`src/rtl/encryption_pipe.sv`:
```
// encryption_pipe
//   Six-register byte encryption pipeline: an input capture register followed
//   by five transform registers (xor key, rotate-left, invert, bit-reverse,
//   rotate-right). The last register drives e_data directly. The whole pipe
//   advances as one unit, so a downstream stall freezes every stage.
//
//   Parameters
//     N            data/key width
//     ROT          rotate amount, 0 < ROT < N
//     BLOCK_BYTES  bytes per message block (out_last marks the final one)
//
//   Ports
//     clock      rising-edge clock
//     reset_n    synchronous active-low reset
//     in_valid   data/key present
//     in_ready   pipe can take a byte this cycle
//     data, key  plaintext byte and its key
//     out_valid  e_data holds an encrypted byte
//     out_ready  downstream takes e_data this cycle
//     e_data     encrypted byte (registered)
//     out_last   final byte of a block
//     blk_cnt    completed blocks consumed (only with ENCRYPT_BLOCK_COUNT_EN)
//
//   Build option: define ENCRYPT_BLOCK_COUNT_EN to add the blk_cnt output.
module encryption_pipe #(
  parameter int N           = 8,
  parameter int ROT         = 3,
  parameter int BLOCK_BYTES = 32
) (
  input  logic         clock,
  input  logic         reset_n,
  input  logic         in_valid,
  output logic         in_ready,
  input  logic [N-1:0] data,
  input  logic [N-1:0] key,
  output logic         out_valid,
  input  logic         out_ready,
  output logic [N-1:0] e_data,
`ifdef ENCRYPT_BLOCK_COUNT_EN
  output logic [15:0]  blk_cnt,
`endif
  output logic         out_last
);

  localparam int CW = (BLOCK_BYTES > 1) ? $clog2(BLOCK_BYTES) : 1;
  localparam logic [CW-1:0] CNT_MAX = CW'(BLOCK_BYTES - 1);

  function automatic logic [N-1:0] f_rotl(input logic [N-1:0] x);
    return (x << ROT) | (x >> (N - ROT));
  endfunction

  function automatic logic [N-1:0] f_rotr(input logic [N-1:0] x);
    return (x >> ROT) | (x << (N - ROT));
  endfunction

  function automatic logic [N-1:0] f_bitrev(input logic [N-1:0] x);
    logic [N-1:0] r;
    for (int i = 0; i < N; i++) begin
      r[i] = x[N-1-i];
    end
    return r;
  endfunction

  logic [N-1:0]  r_in_data;
  logic [N-1:0]  r_in_key;
  logic [N-1:0]  r_s1;
  logic [N-1:0]  r_s2;
  logic [N-1:0]  r_s3;
  logic [N-1:0]  r_s4;
  logic [N-1:0]  r_e_data;
  // Bit 0 is the input capture register, bit 5 the output register.
  logic [5:0]    r_vld;
  logic [5:0]    r_last;
  logic [CW-1:0] r_byte_cnt;

  logic          w_advance;
  logic          w_cnt_last;
  logic [N-1:0]  w_s1;
  logic [N-1:0]  w_s2;
  logic [N-1:0]  w_s3;
  logic [N-1:0]  w_s4;
  logic [N-1:0]  w_e;

  assign w_advance  = !r_vld[5] || out_ready;
  assign w_cnt_last = (r_byte_cnt == CNT_MAX);

  assign w_s1 = r_in_data ^ r_in_key;
  assign w_s2 = f_rotl(r_s1);
  assign w_s3 = ~r_s2;
  assign w_s4 = f_bitrev(r_s3);
  assign w_e  = f_rotr(r_s4);

  // Reset empties the pipe, so ready is forced high while it is asserted.
  assign in_ready  = w_advance || !reset_n;
  assign out_valid = r_vld[5];
  assign out_last  = r_last[5];
  assign e_data    = r_e_data;

  always_ff @(posedge clock) begin
    if (!reset_n) begin
      r_in_data  <= '0;
      r_in_key   <= '0;
      r_s1       <= '0;
      r_s2       <= '0;
      r_s3       <= '0;
      r_s4       <= '0;
      r_e_data   <= '0;
      r_vld      <= '0;
      r_last     <= '0;
      r_byte_cnt <= '0;
    end else if (w_advance) begin
      r_in_data <= data;
      r_in_key  <= key;
      r_s1      <= w_s1;
      r_s2      <= w_s2;
      r_s3      <= w_s3;
      r_s4      <= w_s4;
      r_e_data  <= w_e;
      r_vld     <= {r_vld[4:0], in_valid};
      // The last flag is only ever set on a valid slot, so it never leaks onto a bubble.
      r_last    <= {r_last[4:0], in_valid && w_cnt_last};
      if (in_valid) begin
        r_byte_cnt <= w_cnt_last ? '0 : r_byte_cnt + 1'b1;
      end
    end
  end

`ifdef ENCRYPT_BLOCK_COUNT_EN
  logic [15:0] r_blk_cnt;

  always_ff @(posedge clock) begin
    if (!reset_n) begin
      r_blk_cnt <= '0;
    end else if (r_vld[5] && out_ready && r_last[5]) begin
      r_blk_cnt <= r_blk_cnt + 16'd1;
    end
  end

  assign blk_cnt = r_blk_cnt;
`endif

endmodule

```
`config.mk`:
```
export PLATFORM = sky130hd
export DESIGN_NAME = encryption_pipe
export DESIGN_NICKNAME = d
export VERILOG_FILES = /design/src/rtl/encryption_pipe.sv
export SDC_FILE = /design/constraint.sdc
export NUM_CORES = 1
export LEC_CHECK = 0
export ABC_AREA = 1
export BUFFER_PORTS_ARGS = -buffer_cell sky130_fd_sc_hd__clkbuf_2
export CORE_ASPECT_RATIO = 0.7
export CORE_MARGIN = 2
export CORE_UTILIZATION = 55
export DETAILED_ROUTE_END_ITERATION = 6
export GPL_ROUTABILITY_DRIVEN = 1
export PLACE_DENSITY = 0.8
export SLEW_MARGIN = 30
export SYNTH_ARGS = -nofsm -noshare
export SYNTH_HDL_FRONTEND = slang
export SYNTH_SLANG_ARGS = --single-unit
```
`constraint.sdc`:
```
create_clock -name clock -period 2.9 [get_ports clock]
set_input_delay 0.58 -clock clock [delete_from_list [all_inputs] [get_ports clock]]
set_output_delay 0.58 -clock clock [all_outputs]
set_load 0.02 [all_outputs]
```
; ---- Word level (Yosys, flattened, before mapping)
; Cells that the tools add are included.
; Widths: inputs -> output; s select.
[op_classes]
add_sub_neg = 1
eq_ne = 1
muxes = 1
bitwise = 4
n_reduce_logical = 6
[ops]
columns = cell, count
row1 = $not 8->8, 1
row2 = $or 5x8->8, 1
row3 = $or 8x3->8, 1
row4 = $xor 8x8->8, 1
row5 = $add 5x1->5 const B, 1
row6 = $eq 5x5->1 const B, 1
row7 = $mux 5, 1
row8 = $logic_not 1->1, 2
row9 = $logic_or 1x1->1, 2
row10 = $reduce_and 2->1, 1
row11 = $logic_and 1x1->1, 1
[totals]
register_bits = 73
in_bits = 20
out_inout_bits = 11

; ---- Depth between registers and ports, before layout
[depth]
ltp_word = 3
depth_mapped = 10
depth_no_buf = 10

; ---- Worst setup path after synthesis
; Ideal clock, no wire load.
[synth_path]
path_kind = in2out
from = in out_ready
to = out in_ready
t_arrival_ns = 1.053
slack_ns = 1.267
path_stages = 5
path_buffers = 1
cell_sequence = inv_2 > nand2_4 > inv_2 > buf_6 > nand2_1
[synth_via]
elab_chain_cells = 2
[synth_rtl]
columns = element, line
row1 = from (decl), 37  ; input logic out_ready,
row2 = $logic_or 1x1->1, 84  ; assign w_advance = !r_vld[5] || out_ready;
row3 = $logic_or 1x1->1, 94  ; assign in_ready = w_advance || !reset_n;
row4 = to (decl), 33  ; output logic in_ready,
; No other way between the ends.

; ---- Worst setup path in the final report
[layout_path]
from = in reset_n
to = out in_ready
[layout_via]
elab_chain_cells = 2
[layout_rtl]
columns = element, line
row1 = from (decl), 31  ; input logic reset_n,
row2 = $logic_not 1->1, -
row3 = $logic_or 1x1->1, 94
; No other way between the ends.

==> metrics.md <==
| Metric | Value |
|---|---|
| Number of global-route vias before repair | `1980` |
| Power per cell area | `689 nW/µm²` |
| Antenna violations before repair | `0` |
| WL per Instance | `11.6 µm` |
| Clock transition at path regs | `0.07 ns` |
| Cell Area, Synth | `2630 µm²` |
| Syn-to-layout area delta | `13.0%` |
| HP Class | `flop to flop` |
| R2R setup slack | `1.42 ns` |
| Worst Reg-to-Reg Cells | `4` |
| YS warnings | `0` |
| Max_slew headroom | `64.2%` |
| Clock latency at the later pin of the worst-skew pair | `0.34 ns` |
| DR iter-0 viols | `114` |
| # hold bufs at CTS | `0` |
| Vias post-DR | `2118` |
| Placer congestion estimate | `0.818` |
| CP Buf/Inv Count | `2` |
| Finished Cell Area | `2970 µm²` |
| Setup violators final | `0` |
| Startpoint types | `input port` |
| Hpwl dp | `2940 µm` |
| Layout cells sized above 1 | `15.1%` |
| Ant. Diodes | `0` |
| Initial Util | `59.0%` |
| DIE WIDTH | `86.6 µm` |
| Post-cts sizing count | `0` |
| Post-CTS setup buffers | `0` |
| Largest area contributor in the netlist | `dfxtp_1` |
| Total grt overflow | `0` |
| Sw frac | `22.3%` |
| GRT Util Overall | `19.6%` |
| Max frequency | `0.508 GHz` |
| Endpoint class of the critical path | `output port` |
| Max IR drop VDD | `0.556 mV` |
| Total core area | `4450 µm²` |
| Area share of the largest cell type after synthesis | `55.6%` |
| Port Buffers | `30` |
| CTS max path bufs | `2` |
| Fin crit period | `1.97 ns` |
| Internal Pwr Total | `1590 µW` |
| Max Slew Vio Count | `0` |
| Remaining DRCs | `0` |
| Drt first pass iters | `4` |
| Routed WL | `4690 µm` |
| Worst clock skew | `0.00898 ns` |
| Worst hold start | `r_s2[7]` |
| DIE AREA | `5350 µm²` |
| Psw | `456 µW` |
| Setup TNS | `0 ns` |
| Slew @ Worst Pin | `0.537 ns` |
| Most frequent CP cell | `clkbuf_2` |
| Global-route wire length before repair | `8090 µm` |
| Status | `finished, final reports clean` |
| Unrepaired setup endpoints after global routing | `false` |
| Register area | `1460 µm²` |
| Seq/Total Area, Yosys | `55.6%` |
| Final hold vios | `0` |
| Max-Cap Viols | `0` |
| Std cell rows | `20` |
| Post-synth cell types | `20` |
| Top post-synthesis cells by area | `dfxtp_1 (56%), nor2_1 (14%), o21ai_0 (11%), a21oi_1 (4.4%), xnor2_1 (2.7%)` |
| Commonest non-fill, non-tap cell in the layout | `nor2_1` |
| Crit path kind | `input port to output port` |
| #FFs+latches synth | `73` |
| Critical Path AT | `1.39 ns` |
| Period utilization | `67.9%` |
| WHS Path Cells | `1` |
| Crit-path cells | `clkbuf_2 > nand2_1 > clkbuf_2` |
| FF-to-FF Start | `r_vld[5]` |
| CTS Root Cell | `clkbuf_8` |
| Reg power frac | `53.5%` |
| Placed cell areas | `2750 µm²` |
| Antenna viol nets, final | `0` |
| Syn Area/Cell | `8.16 µm²` |
| Fillers | `382` |
| Clk network pwr share | `39.8%` |
| Crit path max fanout | `34` |
| Die height | `61.8 µm` |
| Leak | `0.00125 µW` |
| Clk sinks | `73` |
| CTS Buf Count | `9` |
| Cells after synthesis | `322` |
| CP Data Required Time | `2.32 ns` |
| # IOs | `31` |
| Final nets | `367` |
| Post-Syn Nets | `344` |
| Pin count of the biggest net entering global routing | `64` |
| Hold endpoint | `r_s3[7]` |
| DR vias/cell | `5.23` |
| Combinational share of power | `6.7%` |
| # H-tree levels | `3` |
| Crit path largest cell delay | `0.42 ns` |
| Critical-path top delay cell | `clkbuf_2` |
| Worst R2R End | `r_s1[7]` |
| CTS tree | `yes` |
| Commonest cells after routing, fill and taps aside | `nor2_1 (99), dfxtp_1 (73), o21ai_0 (60), clkbuf_2 (30), a21oi_1 (23)` |
| Multi-input gate area | `1010 µm²` |
| CP delay by family, top | `buffers and inverters` |
## state kept, by name, summed over array words and instances (netlist names)
register    count
e_data          8
r_in_data       8
r_in_key        8
r_s1            8
r_s2            8
r_s3            8
r_s4            8
r_last          6
r_vld           6
r_byte_cnt      5
## through the flow
| stage | util (%) | std cells | hold WS [ns] | power, µW | setup WS [ns] |
|---|---|---|---|---|---|
| final | 66.6 | 405 | 0.426 | 2040 | 0.930 |
| after global placement | 61.8 | 389 | 0.415 | 1250 | 0.925 |
| after floorplan | - | 322 | 0.400 | 1210 | 1.27 |
| after detailed placement | 61.8 | 389 | 0.417 | 1250 | 0.933 |
| after CTS | 66.6 | 405 | 0.426 | 2070 | 0.925 |
| after global routing | 66.6 | 405 | 0.448 | 2140 | 0.849 |
## metal layers
layer  up-vias  track usage (%)  wire (µm)
li1       1094                -          -
met1       985             21.8       2230
met2        37             35.8       2240
met3         2             6.47        204
met4         0             7.59         17
met5         -                0          0
## cell usage after synthesis, drive strengths merged
cell type / instances
xnor2: 8
nand2: 12
nand3: 2
nor2: 99
ha: 2
buf: 10
o22ai: 2
clkbuf: 11
o21ai: 67
nand4: 1
clkinv: 1
inv: 10
dfxtp: 73
a21oi: 23
and3: 1
## final cells by class
class	instances	share of cell area, %
timing repair buffer	33	5.82
clock buffer	12	5.57
multi-input combinational	217	34.0
sequential	73	49.3
clock inverter	4	1.69
inverter	11	1.39
tap	55	2.32
## worst register-to-register path, delay by kind of cell, from the launching register on
kind / cells / cell delay, ns
buf+inv: 1 / 0.49
flops: 1 / 0.36
compound gates: 2 / 0.32
simple gates: 1 / 0.24
## cell families (layout without fill, tap and decap cells)
group	Yosys count	count (layout)	share of synthesized area (%)
compound gates	92	92	17.6
xor+xnor	8	8	2.67
fa+ha+maj	2	2	0.953
buf+inv	32	60	6.00
flops	73	73	55.6
simple gates	115	115	17.1
## how the worst max path moves through the flow
stage	start	to	slack (ns)	depth (start not counted)
final	reset_n	in_ready	0.93	3
after global routing	reset_n	in_ready	0.85	3
after CTS	reset_n	in_ready	0.92	3
after detailed placement	reset_n	in_ready	0.93	3
after global placement	reset_n	in_ready	0.93	3
after floorplan	out_ready	in_ready	1.27	5
## power groups by stage
stage / logic [µW] / registers [µW] / clock network (µW)
6_report: 137 / 1090 / 814
3_5_place_dp: 137 / 1120 / 0
5_1_grt: 159 / 1100 / 879
2_1_floorplan: 93.8 / 1120 / 0
4_1_cts: 138 / 1090 / 838
3_3_place_gp: 132 / 1110 / 0
No activity file was read; power rests on OpenSTA's default activity.
